--- src/rtl/hlm_sweep_pkg.sv ---
// Shared types and defaults for the truth-table sweeper.
package hlm_sweep_pkg;

  typedef enum logic [1:0] {
    IDLE   = 2'd0,
    SETTLE = 2'd1,
    SAMPLE = 2'd2,
    DONE   = 2'd3
  } sweep_state_e;

  localparam int N_IN_DEF          = 4;
  localparam int N_VEC_DEF         = 2**N_IN_DEF;
  localparam int SETTLE_CYCLES_DEF = 8;
  localparam int CNT_W_DEF         = 8;

endpackage

--- src/rtl/settle_timer.sv ---
// Loadable down-counter; holds at zero and flags it.
module settle_timer #(
  parameter int CNT_W = 8
) (
  input  logic             clk,
  input  logic             rst_n,
  input  logic             load,
  input  logic [CNT_W-1:0] load_val,
  input  logic             en,
  output logic             zero
);

  logic [CNT_W-1:0] cnt_q, cnt_d;

  always_comb begin
    cnt_d = cnt_q;
    if (load)                   cnt_d = load_val;
    else if (en && cnt_q != '0) cnt_d = cnt_q - CNT_W'(1);
  end

  always_ff @(posedge clk or negedge rst_n) begin
    if (!rst_n) cnt_q <= '0;
    else        cnt_q <= cnt_d;
  end

  assign zero = (cnt_q == '0);

endmodule

--- src/rtl/truth_table_sweeper.sv ---
// Walks a logic block through every input vector, samples its output after a
// settle delay and compares the measured truth table against an expected one.
module truth_table_sweeper
  import hlm_sweep_pkg::*;
#(
  parameter int N_IN          = N_IN_DEF,
  parameter int SETTLE_CYCLES = SETTLE_CYCLES_DEF,
  parameter int CNT_W         = CNT_W_DEF,
  localparam int N_VEC        = 2**N_IN
) (
  input  logic             clk,
  input  logic             rst_n,
  input  logic             start,
  input  logic             abort,
  input  logic [N_VEC-1:0] expected,
  output logic [N_IN-1:0]  x_out,
  input  logic             s_in,
  output logic             busy,
  output logic             done,
  output logic [N_VEC-1:0] tt,
  output logic             match,
  output logic [N_VEC-1:0] mismatch
);

  sweep_state_e     state_q, state_d;
  logic [N_IN-1:0]  idx_q, idx_d;
  logic [N_VEC-1:0] exp_q, exp_d;
  logic [N_VEC-1:0] tt_q, tt_d;
  logic [N_VEC-1:0] mism_q, mism_d;
  logic             match_q, match_d;
  logic             tmr_load, tmr_en, tmr_zero;

  settle_timer #(.CNT_W(CNT_W)) u_timer (
    .clk      (clk),
    .rst_n    (rst_n),
    .load     (tmr_load),
    .load_val (CNT_W'(SETTLE_CYCLES - 1)),
    .en       (tmr_en),
    .zero     (tmr_zero)
  );

  always_comb begin
    state_d  = state_q;
    idx_d    = idx_q;
    exp_d    = exp_q;
    tt_d     = tt_q;
    mism_d   = mism_q;
    match_d  = match_q;
    tmr_load = 1'b0;
    tmr_en   = 1'b0;
    unique case (state_q)
      IDLE: begin
        // abort is deliberately ignored here so start always wins
        if (start) begin
          exp_d    = expected;
          tt_d     = '0;
          mism_d   = '0;
          match_d  = 1'b0;
          idx_d    = '0;
          tmr_load = 1'b1;
          state_d  = SETTLE;
        end
      end
      SETTLE: begin
        if (abort)         state_d = IDLE;
        else if (tmr_zero) state_d = SAMPLE;
        else               tmr_en  = 1'b1;
      end
      SAMPLE: begin
        if (abort) begin
          state_d = IDLE;
        end else begin
          tt_d[idx_q] = s_in;
          if (idx_q == N_IN'(N_VEC - 1)) begin
            // compare against the table including this last sample so the
            // result is already valid while done is high
            mism_d  = tt_d ^ exp_q;
            match_d = (tt_d == exp_q);
            state_d = DONE;
          end else begin
            idx_d    = idx_q + N_IN'(1);
            tmr_load = 1'b1;
            state_d  = SETTLE;
          end
        end
      end
      DONE:    state_d = IDLE;
      default: state_d = IDLE;
    endcase
  end

  always_ff @(posedge clk or negedge rst_n) begin
    if (!rst_n) begin
      state_q <= IDLE;
      idx_q   <= '0;
      exp_q   <= '0;
      tt_q    <= '0;
      mism_q  <= '0;
      match_q <= 1'b0;
    end else begin
      state_q <= state_d;
      idx_q   <= idx_d;
      exp_q   <= exp_d;
      tt_q    <= tt_d;
      mism_q  <= mism_d;
      match_q <= match_d;
    end
  end

  assign busy     = (state_q == SETTLE) || (state_q == SAMPLE);
  assign x_out    = busy ? idx_q : '0;
  assign done     = (state_q == DONE);
  assign tt       = tt_q;
  assign match    = match_q;
  assign mismatch = mism_q;

endmodule

--- config.mk ---
export PLATFORM = sky130hd
export DESIGN_NAME = truth_table_sweeper
export DESIGN_NICKNAME = d
export VERILOG_FILES = /design/src/rtl/hlm_sweep_pkg.sv /design/src/rtl/settle_timer.sv /design/src/rtl/truth_table_sweeper.sv
export SDC_FILE = /design/constraint.sdc
export NUM_CORES = 1
export LEC_CHECK = 0
export CAP_MARGIN = 20
export CORE_MARGIN = 10
export CORE_UTILIZATION = 48
export CTS_BUF_LIST = sky130_fd_sc_hd__clkbuf_16
export DETAILED_ROUTE_END_ITERATION = 16
export GPL_TIMING_DRIVEN = 0
export PLACE_DENSITY = 0.77
export SETUP_SLACK_MARGIN = 0.1
export SYNTH_ARGS = -nofsm -noshare
export SYNTH_HDL_FRONTEND = slang
export SYNTH_HIERARCHICAL = 1
export SYNTH_SLANG_ARGS = --single-unit
export TNS_END_PERCENT = 50
--- constraint.sdc ---
create_clock -name clk -period 2.7 [get_ports clk]
set_input_delay 0.54 -clock clk [delete_from_list [all_inputs] [get_ports clk]]
set_output_delay 0.54 -clock clk [all_outputs]
set_load 0.01 [all_outputs]
==> summary.md <==
| Metric | Value |
|---|---|
| First-pass GRT wire length | 15.1 mm |
| Synth Cell Area | 3430 sq um |
| Post-detail-place hpwl | approximately 6.4 mm |
| Worst skew pair latency | about 0.32 ns |
| Sequential share of power | 33.7% |
| Top cells by area, synth | dfrtp_1 46%, mux2_2 5.3%, ha_1 4.7% |
| Top FF cell, synth | dfrtp_1 |
| Number of cell rows | 30 |
| Vias in the first global route | 2969 |
| Leak | 1.97 nW |
| Ant. Diodes | 0 |
| Final min period | 2.48 ns |
| Final setup vio count | 0 |
| CP Capture Type | flip-flop |
| TritonRoute pass-1 iters | 4 |
| Slew @ Worst Pin | 0.799 ns |
| Post-synth EDFFs | 0 |
| Reg2reg end | u_timer/cnt_q[7] |
| Core area | approximately 6900 sq um |
| CTS tree | done |
| Register area share after synthesis | a little under half |
| Initial drt markers | 213 |
| Worst Path Buf+Inv | 1 |
| CP Class | flip-flop to flip-flop |
| Max-slew violation count | 0 |
| Total global routing track utilization | 16.6% |
| Fin worst setup slack | 0.219 ns |
| Via count | between 2000 and 3000 |
| H-tree depth | 3 |
| Pwr/cell area | between 800 and 900 nW/um^2 |
| CP max FO | 6 |
| I/O Pins | 60 |
| Grt ovf | 0 |
| Crit-path cells | inv_1 -> ha_1 -> or3b_2 -> nor2_1 -> nor3b_4 -> or3b_1 -> o311a_1 -> a221o_1 |
| R2r setup slk | 0.22 ns |
| Die ar. | 10900 sq um |
| Internal | 0.00258 W |
| Drc violations | 0 |
| Synth area leader | dfrtp_1 |
| Largest net degree at the start of global routing | 64 |
| Status | finished clean |
| Pre-CTS WS | -0.581 ns |
| CP Data Arrival Time | 2.69 ns |
| RSZ-0062 raised after global routing | true |
| Top cell type's share of synthesized area | 46.0% |
| Die Ht | 105 microns |
| Max cap viols | 0 |
| Number of vias per cell | 5.59 |
| Number of synthesized register bits | 63 |
| Crit Reg-Reg Startpoint | u_timer/cnt_q[0] |
| Total Wirelength | 9.09 mm |
| WP data required | 2.90 ns |
| Final Core Density | about two thirds |
| Synthesis Warnings | 6 |
| Post-route ant nets | 0 |
| Cells after synthesis | 327 |
| Achievable frequency | 0.403 GHz |
| Worst setup SP type | flip-flop |
| Share of cells above drive strength 1 | between 10% and 20% |
| Hold WC Path Type | input pin to async pin |
| Period utilization | approximately nine tenths |
| FFs w/ async S/R, synth | 100% |
| Clk sinks | 63 |
| Avg Inst Size Synth | roughly 10 sq um |
| PortBufs | 58 |
| Final GP Congestion | 0.851 |
| Largest stage delay on the critical path | ~0.47 ns |
| Die width | 105 microns |
| R2R cell count | 8 |
| Worst IR Drop VDD | 0.408 mV |
| Clk slew on worst S/H paths | 0.05 ns |
| Largest delay contributor family on the critical path | simple AND/OR/NAND/NOR gates |
| Root Buffer | clkbuf_16 |
| Routed len/inst | ~18 microns |
| Netlist cell types | 52 |
| Slew Limit Headroom | 46.7% |
| Area delta synth->final | 31.1% |
| Endpoints failing hold | 0 |
| Crit-path slowest cell | or3b_1 |
| Initial Util | 49.9% |
| NetSw | between 0.001 and 0.0015 W |
| Sw Share | between 30% and 40% |
| CTS Buffer Depth | 2 |
| Final #Nets | 438 |
| Initial antenna violation count | 0 |
| Worst Skew | 0.00258 ns |
| CTS Buf Count | 9 |
| Clock share of power | 30.6% |
| Comb power frac | 35.6% |
## per-layer routing
layer	up-vias	GRT usage, %	wire length (microns)
li1	1335	-	-
met1	1383	20.8	4040
met2	90	27.3	4420
met3	15	3.90	480
met4	0	5.77	142
met5	-	0	0
## worst register-to-register path, cell delays in order, from the launching register on
cell and delay, ns:
dfrtp_1 0.38, inv_1 0.10, ha_1 0.23, or3b_2 0.23, nor2_1 0.08, nor3b_4 0.27, or3b_1 0.48, o311a_1 0.33
a221o_1 0.26
## per-stage QoR
step	total power [W]	cells	TNS, ns	hold WS, ns	cell area, sq um
after global placement	0.00266	487	-66.26	0.484	4150
after floorplan	0.00231	333	0	0.244	3450
final	0.00399	505	0	0.299	4500
after CTS	0.00398	503	0	0.341	4480
after global routing	0.00421	505	0	0.362	4500
after detailed placement	0.00273	487	-3.97	0.495	4150
## final cells by class
| cell class | instances | area, sq um |
|---|---|---|
| tap | 96 | 120 |
| timing repair buffer | 60 | 593 |
| sequential | 63 | 1580 |
| clock buffer | 9 | 225 |
| inverter | 10 | 38.8 |
| multi-input combinational | 242 | 1750 |
| fill | 549 | 2370 |
| buffer | 18 | 101 |
| clock inverter | 7 | 88.8 |
## cell usage in the layout (no fill, tap or decap), drive strengths merged, types with 3 or more instances in the layout
| cell | n |
|---|---|
| or4 | 4 |
| a211o | 3 |
| dfrtp | 63 |
| nor2b | 4 |
| clkinv | 3 |
| buf | 12 |
| mux2i | 16 |
| a21oi | 19 |
| inv | 10 |
| nor4 | 4 |
| nand2 | 15 |
| a22o | 17 |
| ha | 13 |
| nor2 | 17 |
| nand4 | 4 |
| conb | 8 |
| clkdlybuf4s50 | 57 |
| mux2 | 16 |
| nor3 | 4 |
| nand3 | 8 |
| or3 | 3 |
| o21ai | 29 |
| nand3b | 8 |
| xnor2 | 16 |
| clkbuf | 18 |
| nor3b | 7 |
| and2 | 5 |
## timing repair
action	CTS	global route
hold buffers	0	0
pin swaps	0	1
gates resized for setup	6	2
setup buffers	0	2
endpoints found under the setup margin	8	6
## sequential cells by signal, indices dropped and copies added, names as in the netlist
| name | flops |
|---|---|
| state_q | 2 |
| tt | 16 |
| idx_q | 4 |
| exp_q | 16 |
| match | 1 |
| u_timer/cnt_q | 8 |
| mismatch | 16 |
## cells by family (layout without fill, tap and decap cells)
group | Yosys count | after routing | synth area share (%)
buf+inv | 28 | 104 | 3.98
compound gates | 83 | 83 | 15.8
simple gates | 89 | 89 | 15.0
fa+ha+maj | 13 | 13 | 4.74
flops | 63 | 63 | 46.0
other cells | 2 | 8 | 0.219
xor+xnor | 17 | 17 | 4.34
mux | 32 | 32 | 9.93
## worst max-delay path by stage
stage,startpoint,to,slack (ns),cells past startpoint
after floorplan,u_timer/cnt_q[0],u_timer/cnt_q[7],0.15,8
after global placement,rst_n,exp_q[0],-1.00,1
after detailed placement,start,u_timer/cnt_q[7],-0.58,7
after CTS,u_timer/cnt_q[0],u_timer/cnt_q[7],0.15,8
after global routing,idx_q[0],match,0.04,8
final,u_timer/cnt_q[0],u_timer/cnt_q[7],0.22,8
## power groups by stage
stage               Clock [W]  Combinational (W)  Sequential (W)
finish                0.00122            0.00142         0.00135
floorplan                   0            0.00100         0.00131
global placement            0            0.00132         0.00134
global route          0.00128            0.00156         0.00138
CTS                   0.00123            0.00140         0.00134
detailed placement          0            0.00137         0.00135
## synthesized netlist by cell type (all sizes together) (2+ instances only)
cell / count
clkbuf: 9
nor4: 4
a221o: 2
nand3b: 8
dfrtp: 63
ha: 13
o21ai: 29
a22o: 17
nand2: 15
conb: 2
a211o: 3
a21oi: 19
nor3b: 7
xnor2: 16
or4: 4
nand4: 4
mux2: 16
and3: 2
or3b: 2
a31oi: 2
and2: 5
nor3: 4
nor2: 17
o31ai: 2
nor2b: 4
inv: 9
or3: 3
nand3: 8
buf: 9
o22ai: 2
mux2i: 16
(Power assumes the default switching activity.)
==> RTL edit 1, RTL diff (config.mk and constraints unchanged) <==
The package constant `N_IN_DEF` goes from 4 to 3.
--- a/src/rtl/hlm_sweep_pkg.sv
+++ b/src/rtl/hlm_sweep_pkg.sv
@@ -8,7 +8,7 @@
     DONE   = 2'd3
   } sweep_state_e;
 
-  localparam int N_IN_DEF          = 4;
+  localparam int N_IN_DEF          = 3;
   localparam int N_VEC_DEF         = 2**N_IN_DEF;
   localparam int SETTLE_CYCLES_DEF = 8;
   localparam int CNT_W_DEF         = 8;
Ports: changed (resized expected, mismatch, tt and x_out); port bits go from 60 to 35. No check against the original RTL was run, so the function may have changed too.
==> RTL edit 1 against the original RTL <==
- count of clock-buffer cells in the layout fell by 4
- largest power group is now registers
- critical path depth did not move
- cell area fell by 38%
- power fell by 39%
- clock power is 38% lower
- highest routed layer unchanged
- routed wire length down 44%
- worst setup slack gained 0.034 ns
- via count down 37%
- core utilization down 1.4 points
- first-iteration DRC count is 35% lower
- synthesized area shrank 36%
- sequential cell count shrank 25
==> RTL edit 1: results (changes against the original RTL) <==
* Global-route met3 utilization at 3.84% (-0.064 points)
* Number of detailed-routing iterations run before antenna repair at 4 (unchanged)
* Share of post-route cells with drive strength above 1 at 12.1% (-1.4 points)
* Leading cell types by count after synthesis: dfrtp_1 (38), inv_1 (11), nand2_1 (11), a21oi_1 (10), o21ai_0 (10)
* Power Sequential at 0.834 mW (-38%)
* Final clock skew at 0.00978 ns (+0.00720 ns)
* Insertion delay of the later-clocked pin in the worst-skew pair at 0.29 ns (-0.03 ns)
* Post-route met1 wirelength at 2270 um (-44%)
* Highest-delay cell along the critical path: or3b_1
* Sw power at 0.801 mW (-43%)
* Adder-cell area share of the yosys netlist at 5.15% (+0.40 points)
* Wirelength, routed at 5080 um (-44%)
* Count of distinct cell types in the synthesized netlist at 49 (-5.8%)
* Global routing met2 resource utilization at 21.8% (-5.5 points)
* Total Routing Usage GR at 14.1% (-2.5 points)
* Hold buffer count at CTS at 0 (unchanged)
* Via count of the first global-routing pass at 1,794 (-40%)
* Crit path DAT at 2.61 ns (-0.08 ns)
* Met3 Routed Length at 305 um (-36%)
* Share of cell area taken by muxes after synthesis at 8.24% (-1.7 points)
* DP Cell Count at 300 (-38%)
* Initial antenna violation count at 0 (unchanged)
* Met2 wire length at 2440 um (-45%)
* Global placement routability congestion at 0.829 (-2.6%)
* Status: completed
* Register-to-register path setup slack at 0.25 ns (+0.03 ns)
* Top routing layer used: met4
* H-tree levels at 2 (-1)
* Total number of nets in the final design at 278 (-37%)
* LEAKAGE at 1.29 nW (-34%)
* Post-detail-place hpwl at 3570 um (-45%)
* Worst Hold Slack at 0.350 ns (+0.0512 ns)
* Average footprint of a synthesized cell at 10.5 um2 (-0.19%)
* Routing usage on met1 at 18.5% (-2.2 points)
* Internal power component at 1.62 mW (-37%)
* Largest net degree at the start of global routing at 39 (-39%)
* Worst relative slew slack at 44.1% (-2.6 points)
* Ratio of routed vias to standard cells at 5.71 (+2.2%)
* Peak supply drop at 0.000536 V (+31%)
* Complex-gate fraction of the synthesized area at 17.2% (+1.4 points)
* Power in combinational cells at 0.826 mW (-42%)
* Top cells by area, synth: dfrtp_1 (43%), ha_1 (5.1%), mux2i_1 (4.1%), mux2_2 (4.1%), a22o_1 (3.2%)
* Cells resized by post-CTS repair at 1 (-5)
* Portion of the post-synthesis area used by sequential elements at 43.5% (-2.5 points)
* Inserted Clock Buffers at 5 (-4)
* Wire length of the first global-routing pass at 8850 um (-41%)
* Number of design-rule violations left by the first detailed-router iteration at 138 (-35%)
* Non-filler cells, final at 309 (-39%)
## RTL edit 1: changes by cell type in the layout (fill, tap and decap cells not counted), sizes merged, moves of 5 or more
cell / unedited run / this run
a22o: 17 / 9
dfrtp: 63 / 38
xnor2: 16 / 8
o21ai: 29 / 10
mux2: 16 / 8
clkbuf: 18 / 11
clkdlybuf4s50: 57 / 32
nor2: 17 / 8
a21oi: 19 / 10
buf: 12 / 6
mux2i: 16 / 9
nand3b: 8 / 3
## RTL edit 1: layout make-up
type	count	area, um2
buffer	10	57.6
fill	364	1580
clock inverter	3	63.8
timing repair buffer	34	333
sequential	38	951
clock buffer	5	125
multi-input combinational	155	1170
tap	52	65.1
inverter	12	45.0
## RTL edit 1: through the flow
| step | worst slack [ns] | utilization (%) |
|---|---|---|
| 2_1_floorplan | 0.269 | - |
| 3_3_place_gp | -0.143 | 59.4 |
| 3_5_place_dp | -0.176 | 59.3 |
| 4_1_cts | 0.140 | 63.7 |
| 5_1_grt | 0.0878 | 64.0 |
| 6_report | 0.253 | 64.0 |
==> RTL edit 2, RTL diff (same flow settings) <==
Made on the original files. Register the inputs `start`, `abort`, `expected` and `s_in` before use. The logic sees them one clock later.
--- a/src/rtl/truth_table_sweeper.sv
+++ b/src/rtl/truth_table_sweeper.sv
@@ -21,6 +21,18 @@
   output logic             match,
   output logic [N_VEC-1:0] mismatch
 );
+
+  logic start_q;
+  logic abort_q;
+  logic [N_VEC-1:0] expected_q;
+  logic s_q;
+
+  always_ff @(posedge clk) begin
+    start_q    <= start;
+    abort_q    <= abort;
+    expected_q <= expected;
+    s_q        <= s_in;
+  end
 
   sweep_state_e     state_q, state_d;
   logic [N_IN-1:0]  idx_q, idx_d;
@@ -51,8 +63,8 @@
     unique case (state_q)
       IDLE: begin
         // abort is deliberately ignored here so start always wins
-        if (start) begin
-          exp_d    = expected;
+        if (start_q) begin
+          exp_d    = expected_q;
           tt_d     = '0;
           mism_d   = '0;
           match_d  = 1'b0;
@@ -62,15 +74,15 @@
         end
       end
       SETTLE: begin
-        if (abort)         state_d = IDLE;
+        if (abort_q)         state_d = IDLE;
         else if (tmr_zero) state_d = SAMPLE;
         else               tmr_en  = 1'b1;
       end
       SAMPLE: begin
-        if (abort) begin
+        if (abort_q) begin
           state_d = IDLE;
         end else begin
-          tt_d[idx_q] = s_in;
+          tt_d[idx_q] = s_q;
           if (idx_q == N_IN'(N_VEC - 1)) begin
             // compare against the table including this last sample so the
             // result is already valid while done is high
Behaviour: not the same (Yosys sat finds a counterexample within 4 cycles, from zero or initial values and one cycle with rst_n low).
==> RTL edit 2 against the original RTL <==
- final cell count up 4.6%
- clock skew up 0.0036 ns
- maximum frequency up 1.4%
- cell area up 8.8%
- routed wire length down 3.0%
- power down 2.0%
- die area up 8.1%
- worst hold slack worse by 0.020 ns
- critical endpoint is now u_timer/cnt_q[3]$_DFFE_PN0P_
- sequential cell count up 19
- synthesized area up 10%
- worst setup slack better by 0.033 ns
- combinational power down 33%
==> RTL edit 2: results (changes against the original RTL) <==
* Crit. Startpoint: u_timer/cnt_q[0]$_DFFE_PN0P_
* IO buf count at 59 (+1.7%)
* Non-filler cells, final at 528 (+4.6%)
* Synthesized netlist cell count at 343 (+4.9%)
* Post-detail-place hpwl at 6470 um (+0.39%)
* Via count of the first global-routing pass at 2,879 (-3.0%)
* Insertion delay of the later-clocked pin in the worst-skew pair at 0.34 ns (+0.02 ns)
* Worst relative slew slack at 47.7% (+0.95 points)
* Top cells by area, synth: dfrtp_1 (42%), dfxtp_1 (10%), mux2_2 (4.8%), mux2i_1 (4.5%), ha_1 (4.3%)
* Leading cell types by count after synthesis: dfrtp_1 (63), o21ai_0 (30), nor2_1 (21), dfxtp_1 (19)
* Final clock skew at 0.00618 ns (+0.00360 ns)
* Clock transition at the registers of the reported paths at 0.06 ns
* H-tree levels at 3 (unchanged)
* Ratio of routed vias to standard cells at 5.50 (-1.7%)
* Total number of nets in the final design at 455 (+3.9%)
* Status: completed
* Setup slack at placement at -0.228 ns (+0.353 ns)
* Number of diodes added for antenna fixing at 0 (unchanged)
* Predominant post-synthesis flop cell: dfrtp_1
* Synth Warn # at 6 (unchanged)
* Largest net degree at the start of global routing at 64 (unchanged)
* Clock root cell: clkbuf_16
* Hold Crit Class: input pin to asynchronous set/reset pin
* Async set or reset register ratio after synthesis at 76.8% (-23 points)
* Number of fill cells in the layout at 614 (+12%)
* Gate family responsible for the most delay along the worst path: simple AND/OR/NAND/NOR gates
* Number of design-rule violations left by the first detailed-router iteration at 224 (+5.2%)
* Highest-delay cell along the critical path: or3b_4
* DP Cell Count at 510 (+4.7%)
* Count of distinct cell types in the synthesized netlist at 51 (-1.9%)
* Crit path DAT at 2.69 ns (about the same)
* Initial antenna violation count at 0 (unchanged)
* Share of post-route cells with drive strength above 1 at 12.0% (-1.5 points)
* Highest fanout seen on the critical path at 6 (unchanged)
* Clock Tree Buf Depth at 2 (unchanged)
* Inserted Clock Buffers at 9 (unchanged)
* LEAKAGE at 2.17 nW (+10%)
* Global placement routability congestion at 0.867 (+1.9%)
* Portion of the post-synthesis area used by sequential elements at 51.9% (+5.9 points)
* Wire length of the first global-routing pass at 14,400 um (-4.9%)
* Total Routing Usage GR at 15.3% (-1.3 points)
* Routed wire per std cell at 16.7 um (-7.2%)
* Peak supply drop at 0.000396 V (-3.1%)
* Slowest stage delay, CP at 0.45 ns (-0.02 ns)
* Number of detailed-routing iterations run before antenna repair at 5 (+1)
RTL edit 2: cell types whose count changed after synthesis, moves of 2 or more:
cell	unedited run	this run
dfxtp_1	0	19
nor2_1	16	21
a21oi_1	19	16
and2_1	5	8
nand3b_1	7	4
nor3b_1	7	4
a22o_1	17	15
buf_2	4	2
nand2_1	15	17
xor2_1	1	3
RTL edit 2: through the flow:
stage / setup TNS (ns) / cell area (um2)
2_1_floorplan: 0 / 3800
3_3_place_gp: -60.91 / 4510
3_5_place_dp: -1.00 / 4510
4_1_cts: 0 / 4860
5_1_grt: 0 / 4890
6_report: 0 / 4890
RTL edit 2: final timing paths:
| path | end | slack (ns) | depth (start not counted) |
|---|---|---|---|
| setup reg to reg | u_timer/cnt_q[3]$_DFFE_PN0P_ | 0.25 | 8 |
| max in group asynchronous | exp_q[15]$_DFFE_PN0P_ | 1.89 | 1 |
| min in group clk | exp_q[3]$_DFFE_PN0P_ | 0.46 | 1 |
| hold / removal | u_timer/cnt_q[5]$_DFFE_PN0P_ | 0.28 | 1 |
| setup / recovery | u_timer/cnt_q[3]$_DFFE_PN0P_ | 0.25 | 8 |
| hold reg to reg | exp_q[3]$_DFFE_PN0P_ | 0.46 | 1 |
RTL edit 2: what timing repair did:
action	4_1_cts	5_1_grt
buffers inserted	0	2
gates resized for setup	5	7
endpoints found under the hold margin	0	0
setup endpoints to repair	8	19
hold buffers	0	0
pin swaps	0	1
RTL edit 2: per-layer routing:
metal  global-route usage, %  vias up  share of wire, %
met5                       0        -                 0
met4                    4.90        0               1.3
met3                    4.07       14               6.1
met2                    24.1       86                48
met1                    20.0     1425                45
li1                        -     1377                 -
RTL edit 2: worst reg2reg max path, stage by stage (launching register included):
cell and delay, ns:
dfrtp_1 0.37, inv_1 0.09, ha_1 0.24, or3b_2 0.23, nor2_1 0.09, nor3b_4 0.27
or3b_4 0.45, or4_1 0.42, o221ai_1 0.19
RTL edit 2: cells by family after synthesis:
family | synth area share [%]
AOI/OAI and AO/OA | 13.9
xor gates and xnor gates | 4.18
adders and majority gates | 4.31
buffers and inverters | 2.75
DFF | 51.9
muxes | 9.28
other | 0.199
and+or+nand+nor | 13.6
RTL edit 2: area by class of cell:
type | count | area, um2 | share of cell area, %
Tap cell | 102 | 128 | 2.61
Clock inverter | 7 | 110 | 2.25
Clock buffer | 9 | 225 | 4.60
Inverter | 10 | 38.8 | 0.793
Timing Repair Buffer | 61 | 603 | 12.3
Sequential cell | 82 | 1960 | 40.0
Multi-Input combinational cell | 244 | 1760 | 36.0
Buffer | 13 | 68.8 | 1.41
RTL edit 2: report_power, final:
part / leakage, nW / internal [mW] / switching, mW
registers: 0.985 / 1.43 / 0.170
clock network: 0.164 / 0.894 / 0.470
logic: 1.02 / 0.441 / 0.504
total: 2.17 / 2.77 / 1.14
